--- src/rtl/iterative_normalizer_pkg.sv ---
// Shared types and helpers for the iterative normalizer: FSM state encoding
// and a width-generic bit reversal used to map right-normalization onto left.
package iterative_normalizer_pkg;

    typedef enum logic [1:0] {
        IDLE = 2'd0,
        RUN  = 2'd1,
        DONE = 2'd2
    } state_e;

    localparam int MAX_W   = 64;
    localparam int MAX_IDX = $clog2(MAX_W);

    // Reverses the low w bits of x; bits at and above w come back as zero.
    function automatic logic [MAX_W-1:0] reverse_bits(input logic [MAX_W-1:0] x, input int w);
        logic [MAX_W-1:0] r;
        r = '0;
        for (int i = 0; i < MAX_W; i++) begin
            if (i < w) begin
                r[MAX_IDX'(i)] = x[MAX_IDX'(w - 1 - i)];
            end
        end
        return r;
    endfunction

endpackage

--- src/rtl/iterative_normalizer_norm_step.sv ---
// One binary-search step: tests whether the top 2**k bits are all zero and
// provides the word shifted left by 2**k for the caller to take if so.
module iterative_normalizer_norm_step #(
    parameter int N  = 3,
    parameter int KW = 2
) (
    input  logic [2**N-1:0] word_i,
    input  logic [KW-1:0]   k_i,
    output logic [2**N-1:0] shifted_o,
    output logic            fire_o
);
    localparam int W = 2**N;

    int unsigned span;

    always_comb begin
        span      = 32'd1 << k_i;
        fire_o    = ((word_i >> (W - span)) == '0);
        shifted_o = word_i << span;
    end

endmodule

--- src/rtl/iterative_normalizer.sv ---
// Multi-cycle leading/trailing-zero normalizer: N-step binary search, one step
// per clock, with valid/ready handshakes on both sides.
module iterative_normalizer
    import iterative_normalizer_pkg::*;
#(
    parameter int N = 3
) (
    input  logic            clk,
    input  logic            reset_n,
    input  logic            in_valid,
    output logic            in_ready,
    input  logic [2**N-1:0] num,
    input  logic            select,
    output logic            out_valid,
    input  logic            out_ready,
    output logic [2**N-1:0] norm,
    output logic [N-1:0]    count,
    output logic            zero
);
    localparam int W  = 2**N;
    localparam int KW = (N > 1) ? $clog2(N) : 1;

    state_e          state_q;
    logic [KW-1:0]   k_q;
    logic [N-1:0]    acc_q;
    logic [W-1:0]    word_q;
    logic            sel_q;
    logic            out_valid_q;
    logic [W-1:0]    norm_q;
    logic [N-1:0]    count_q;
    logic            zero_q;

    logic [W-1:0]    step_shifted;
    logic            step_fire;
    logic [W-1:0]    word_d;
    logic [N-1:0]    acc_d;
    logic [N-1:0]    step_inc;
    logic [W-1:0]    capture_d;
    logic [W-1:0]    norm_d;

    iterative_normalizer_norm_step #(
        .N  (N),
        .KW (KW)
    ) u_step (
        .word_i    (word_q),
        .k_i       (k_q),
        .shifted_o (step_shifted),
        .fire_o    (step_fire)
    );

    // Right mode works on the reversed word so a single left-shifting datapath serves both.
    always_comb begin
        step_inc       = '0;
        step_inc[k_q]  = 1'b1;
        word_d         = step_fire ? step_shifted : word_q;
        acc_d          = step_fire ? (acc_q + step_inc) : acc_q;
        capture_d      = select ? W'(reverse_bits(MAX_W'(num), W)) : num;
        norm_d         = sel_q ? W'(reverse_bits(MAX_W'(word_d), W)) : word_d;
    end

    always_ff @(posedge clk or negedge reset_n) begin
        if (!reset_n) begin
            state_q     <= IDLE;
            k_q         <= '0;
            acc_q       <= '0;
            word_q      <= '0;
            sel_q       <= 1'b0;
            out_valid_q <= 1'b0;
            norm_q      <= '0;
            count_q     <= '0;
            zero_q      <= 1'b0;
        end else begin
            case (state_q)
                IDLE: begin
                    if (in_valid) begin
                        word_q  <= capture_d;
                        acc_q   <= '0;
                        k_q     <= KW'(N - 1);
                        sel_q   <= select;
                        state_q <= RUN;
                    end
                end
                RUN: begin
                    word_q <= word_d;
                    acc_q  <= acc_d;
                    if (k_q == '0) begin
                        state_q     <= DONE;
                        out_valid_q <= 1'b1;
                        norm_q      <= norm_d;
                        count_q     <= acc_d;
                        // Shifting only discards zeros, so the final word is zero iff the operand was.
                        zero_q      <= (word_d == '0);
                    end else begin
                        k_q <= k_q - KW'(1);
                    end
                end
                DONE: begin
                    if (out_ready) begin
                        out_valid_q <= 1'b0;
                        state_q     <= IDLE;
                    end
                end
                default: state_q <= IDLE;
            endcase
        end
    end

    assign in_ready  = (state_q == IDLE);
    assign out_valid = out_valid_q;
    assign norm      = norm_q;
    assign count     = count_q;
    assign zero      = zero_q;

endmodule

--- config.mk ---
export PLATFORM = sky130hd
export DESIGN_NAME = iterative_normalizer
export DESIGN_NICKNAME = d
export VERILOG_FILES = /design/src/rtl/iterative_normalizer_pkg.sv /design/src/rtl/iterative_normalizer_norm_step.sv /design/src/rtl/iterative_normalizer.sv
export SDC_FILE = /design/constraint.sdc
export NUM_CORES = 1
export LEC_CHECK = 0
export CAP_MARGIN = 20
export CORE_MARGIN = 2
export CORE_UTILIZATION = 30
export CTS_CLUSTER_DIAMETER = 100
export DETAILED_ROUTE_END_ITERATION = 8
export GPL_TIMING_DRIVEN = 1
export PLACE_DENSITY_LB_ADDON = 0.05
export SYNTH_ARGS = -nofsm -noshare
export SYNTH_HDL_FRONTEND = slang
export SYNTH_SLANG_ARGS = --single-unit
export TNS_END_PERCENT = 50
--- constraint.sdc ---
create_clock -name clk -period 2.1 [get_ports clk]
set_input_delay 0.42 -clock clk [delete_from_list [all_inputs] [get_ports clk]]
set_output_delay 0.42 -clock clk [all_outputs]
set_load 0.03 [all_outputs]
Word level (Yosys, flattened, before mapping):

Index checks and enable logic that the tools add are counted.

* equality and inequality tests: 6
* $add $sub $neg: 3
* reductions and logical operators: 13
* mux-type cells: 20
* shift operators: 3
* magnitude comparators: 2

Operators by type and width (number)
* $mux W8: 4
* $shl A1 B2 Y32 const A: 1
* $shl A8 B32 Y8: 1
* $shr A8 B32 Y8: 1
* $sub A4 B32 Y32 const A: 1
* $logic_not A8 Y1: 2
* $pmux W8 S2: 1
* $mux W2: 5
* $reduce_and A3 Y1: 3
* $ne A2 B2 Y1 const B: 4
* $mux W3: 2
* $pmux W2 S3: 1
* $pmux W3 S2: 1
* $reduce_and A2 Y1: 3
* $logic_not A2 Y1: 2
* $pmux W2 S2: 1
* $reduce_bool A2 Y1: 2
* $add A3 B3 Y3: 1
* $lt A2 B3 Y1 const B: 1
* $mux W1: 3
* $demux W1 S2: 1
* $eq A2 B1 Y1 const B: 1
* $eq A2 B2 Y1 const B: 1
* $ge A2 B1 Y1 const B: 1
* other kinds (3): 3

* flip-flop bits (word level): 29
* word-level logic and storage cells: 56
* input port bits: 13

Logic depth before layout (Yosys ltp):

* depth in word-level cells: 7
* gate-level depth with buffers: 10
* depth with buffers taken out: 9

By module:

A second synthesis with hierarchy kept.

* cells, all modules: 174
* area total of the unflattened synthesis: 1730.4 um^2

By module, submodules not included
* iterative_normalizer: sequential area each 725.7 um^2, times used 1, cells each 148, area each 1546.5 um^2
* iterative_normalizer_norm_step: sequential area each 0.0 um^2, times used 1, cells each 26, area each 183.9 um^2

Worst setup path before layout:

OpenSTA, ideal clock, no wires.

* kind: reg-to-reg
* from: register k_q[1]
* to: register acc_q[2]
* clock period less this slack: 2.087 ns
* setup slack: 0.013 ns
* stages on the path, launching flop included: 10
* buffers on the path: 1
* data arrival time: 1.966 ns
* library setup time: 0.121 ns
* cells stage by stage: dfrtp_1 -> inv_1 -> ha_1 -> buf_6 -> inv_2 -> fa_1 -> xnor2_1 -> nand3_1 -> mux2_1 -> a22o_1

* longest elaborated chain between the ends: 7

RTL lines
* start, declared: line iterative_normalizer.sv:24 `logic [KW-1:0] k_q;`
* start signal, assigned: line iterative_normalizer.sv:78 `k_q <= KW'(N - 1);`
* start signal, assigned: line iterative_normalizer.sv:94 `k_q <= k_q - KW'(1);`
* parallel branches: the longest is 5 deep, another holds $sub A4 B32 Y32
* $mux W3 (*): line iterative_normalizer.sv:56 `acc_d = step_fire ? (acc_q + step_inc) : acc_q;`
* $pmux W3 S2 (*): line iterative_normalizer.sv:73 `case (state_q)`
* end signal, assigned: line iterative_normalizer.sv:65 `acc_q <= '0;`
* end signal, assigned: line iterative_normalizer.sv:77 `acc_q <= '0;`
* end signal, assigned: line iterative_normalizer.sv:85 `acc_q <= acc_d;`
* end, declared: line iterative_normalizer.sv:25 `logic [N-1:0] acc_q;`

Every way passes the cells marked *.
A chain may end at the register's enable or synchronous reset.

Final worst setup path:

* from: register k_q[0]
* to: register zero_q (netlist: zero)

* longest elaborated chain between the ends: 6

RTL lines
* $shl A1 B2 Y32: line iterative_normalizer_norm_step.sv:17 `span = 32'd1 << k_i;`
* $sub A4 B32 Y32: line iterative_normalizer_norm_step.sv:18 `fire_o = ((word_i >> (W - span)) == '0);`
* $shr A8 B32 Y8: line iterative_normalizer_norm_step.sv:18
* $logic_not A8 Y1: line iterative_normalizer_norm_step.sv:18
* $mux W8: line iterative_normalizer.sv:55 `word_d = step_fire ? step_shifted : word_q;`
* $logic_not A8 Y1: line iterative_normalizer.sv:92 `zero_q <= (word_d == '0);`
* end signal, assigned: line iterative_normalizer.sv:92
* end, declared: line iterative_normalizer.sv:31 `logic zero_q;`

Several ways; a longest one is shown, not always the timed one.

==> out/results.tsv <==
stage	metric	value	unit
drt	viasPerCell	5.33	
final_layout	diodes	0	
clock_tree	path_clk_slew	70	ps
global_routing	grt_pass1_wl	9.63	mm
drt	met2_length	2.91	mm
clock_tree	cts_tree	done	
setup_path	critPathSlowestCell	mux4_2	
drt	wl_met1	2.82	mm
clock_tree	cts.path.max_buffers	2	
clock_tree	cts_root_buf	clkbuf_8	
timing	post-route-min-period	2160	ps
placed_design	gp_congestion	0.842	
outcome	status	finished with violations	
timing	worst_slew_pin_slew	417	ps
setup_path	reg2reg_slack	-60	ps
timing	timing.final.hold_violations	0	
logic_synthesis	synth_area	0.00207	mm²
timing	layout_worst_path_cycle_share	1.03	
setup_path	cp-end-kind	flip-flop	
outcome	failed_checks	setup timing	
min_path	hold_depth	2	
setup_path	cp_max_fo	5	
drt	wirelength	6.06	mm
timing	setup_viol	5	
min_path	hp-start	count[2]	
floorplanning	die_x	87.1	µm
timing	holdWs	489	ps
clock_tree	numCtsBuffers	5	
logic_synthesis	synth_fp_nets	239	
final_layout	final_core_util	0.439	
drt	drtAntennaViolNets	0	
placed_design	place_ws	-197	ps
final_layout	final_net_count	300	
setup_path	cpPeakStageDelay	540	ps
setup_path	crit_required	2260	ps
global_routing	grt_usage	0.167	
setup_path	ff2ff_path_depth	7	
timing	slew_headroom	0.722	
min_path	holdPathEnd	count[2]	
placed_design	dp.cells	347	
setup_path	critPathLaunchType	flip-flop	
floorplanning	core.rowCount	30	
floorplanning	io_pins	27	
final_layout	final_cell_mix	buf_4, dfrtp_1, clkdlybuf4s50_1	
global_routing	antenna_found_initial	0	
final_layout	final_common_cell	buf_4	
floorplanning	initial_core_util	0.307	
flow_run	maxCapViolations	0	
logic_synthesis	synth-seq-cells	29	
global_routing	grt.overflow.total	0	
logic_synthesis	synth_cells	220	
logic_synthesis	synth_edf_count	0	
floorplanning	die_h	87.1	µm
logic_synthesis	yosysWarnings	0	
pwr	power_density	1800	mW/mm²
setup_path	timing.rr.end	zero	
logic_synthesis	synth_cell_types	49	
placed_design	place_area	0.00262	mm²
floorplanning	design.die.area	0.00759	mm²
logic_synthesis	ys_async_sr_fraction	1.00	
clock_tree	clock-sinks	29	
clock_tree	insertion_delay	280	ps
drt	wl_per_cell	16.7	µm
timing	skew	5.12	ps
final_layout	area.growth.synth_to_final	43.2	%
min_path	hp-class	flip-flop to flip-flop	
setup_path	r2r_start	k_q[0]	
setup_path	worstSetupPathType	flip-flop to flip-flop	
global_routing	grt_pass1_vias	1883	
drt	wl_met3	266	µm
timing	drv_slew	0	
drt	vias	1928	
placed_design	dpl.hpwl	4.44	mm
timing	rsz0062_at_grt	yes	
global_routing	grt_max_degree	30	
pwr	p_leak	1.26	nW
pwr	peakVddDrop	0.886	mV
timing	layout_setup_ws	-55.2	ps
setup_path	path_cells	ha_4 > buf_6 > mux2i_2 > mux4_2 > o31ai_4 > buf_4 > o41ai_2	
final_layout	drive_above_1_share	0.348	
drt	top_layer_used	met4	
floorplanning	core_area	0.00676	mm²
timing	fmax	0.464	GHz
final_layout	finalInstanceArea	0.00297	mm²
setup_path	arrival	2320	ps
drt	drc	0	
logic_synthesis	syn_area_per_cell	9.42	µm²
logic_synthesis	synth_flop_cell	dfrtp_1	
placed_design	numPortBuffers	26	
clock_tree	postCtsHoldBufs	0	
final_layout	fin_cells	362	
drt	drt_iter0_drc	92	
clock_tree	cts-htree-levels	2	
logic_synthesis	seq_area_frac_synth	0.350	
drt	first_pass_iters	5	
-- stage by stage --
step,setup TNS (ps),total power [W]
CTS,-68.1,0.00500
global route,-781,0.00570
detailed placement,-2580,0.00429
global placement,-2730,0.00432
finish,-137,0.00533
floorplan,0,0.00306
-- cells in the mapped netlist (all sizes together) (2+ instances only) --
cell    instances  share of area
dfrtp          29           0.35
nand2          25          0.048
mux2i          21           0.10
nor2           16          0.029
buf            12          0.045
o221ai         12          0.051
inv            11          0.020
o21ai          10          0.028
a21oi           9          0.022
clkbuf          8          0.014
nor3            7          0.017
mux2            6          0.033
a22o            5          0.021
ha              5          0.030
a22oi           4          0.017
nand2b          4          0.012
nand3           4         0.0097
o31ai           3          0.017
a211oi          2         0.0072
a32oi           2         0.0085
mux4            2          0.022
nor2b           2         0.0060
nor4            2         0.0060
o22ai           2         0.0060
or3             2         0.0060
-- logic make-up (layout without fill, tap and decap cells) --
| family | Yosys count | after routing | synth area share |
|---|---|---|---|
| and+or+nand+nor | 64 | 64 | 0.141 |
| xor gates and xnor gates | 2 | 2 | 0.00845 |
| muxes | 29 | 29 | 0.156 |
| buffers and inverters | 31 | 93 | 0.0791 |
| DFF | 29 | 29 | 0.350 |
| adders and majority gates | 6 | 6 | 0.0398 |
| AOI/OAI and AO/OA | 59 | 59 | 0.226 |
-- timing repair --
item,in CTS,in global routing
pin swaps,5,12
setup buffers,3,4
endpoints found under the setup margin,21,21
resized for setup,19,25
-- worst max-delay path, delay by kind of cell (launching register included) --
| family | cells | cell delay, ps |
|---|---|---|
| mux | 2 | 690 |
| buf+inv | 2 | 310 |
| compound gates | 2 | 420 |
| fa+ha+maj | 1 | 190 |
| flops | 1 | 440 |
-- where the power goes --
part / internal [W] / total, W / switching (W)
Clock: 0.000229 / 0.000450 / 0.000221
Combinational: 0.00184 / 0.00380 / 0.00196
Sequential: 0.000801 / 0.00107 / 0.000273
Total: 0.00287 / 0.00533 / 0.00246
-- routing by layer --
| metal | vias to the layer above | track usage |
|---|---|---|
| met3 | 6 | 0.0351 |
| met2 | 52 | 0.273 |
| met4 | 0 | 0.0476 |
| met1 | 935 | 0.223 |
| met5 | - | 0 |
| li1 | 935 | - |
-- flip-flops by register name, summed over array words and instances (netlist names) --
register   flops
norm           8
word_q         8
acc_q          3
count          3
k_q            2
state_q        2
out_valid      1
sel_q          1
zero           1
-- how the worst max path moves through the flow --
stage,depth (start not counted),startpoint,to
3_3_place_gp,8,k_q[1],norm[7]
3_5_place_dp,9,k_q[1],norm[6]
4_1_cts,8,k_q[1],norm[0]
6_report,7,k_q[0],zero
5_1_grt,8,k_q[1],zero
2_1_floorplan,9,k_q[1],acc_q[2]
-- cell type report --
cell class                 instances  area, µm²
timing repair buffer              74        639
tap                               80        100
multi-input combinational        160       1380
clock inverter                     2       10.0
fill                             689       3790
sequential                        29        727
clock buffer                       6       72.6
inverter                          11       41.3
Power figures use the tool's default switching activity.
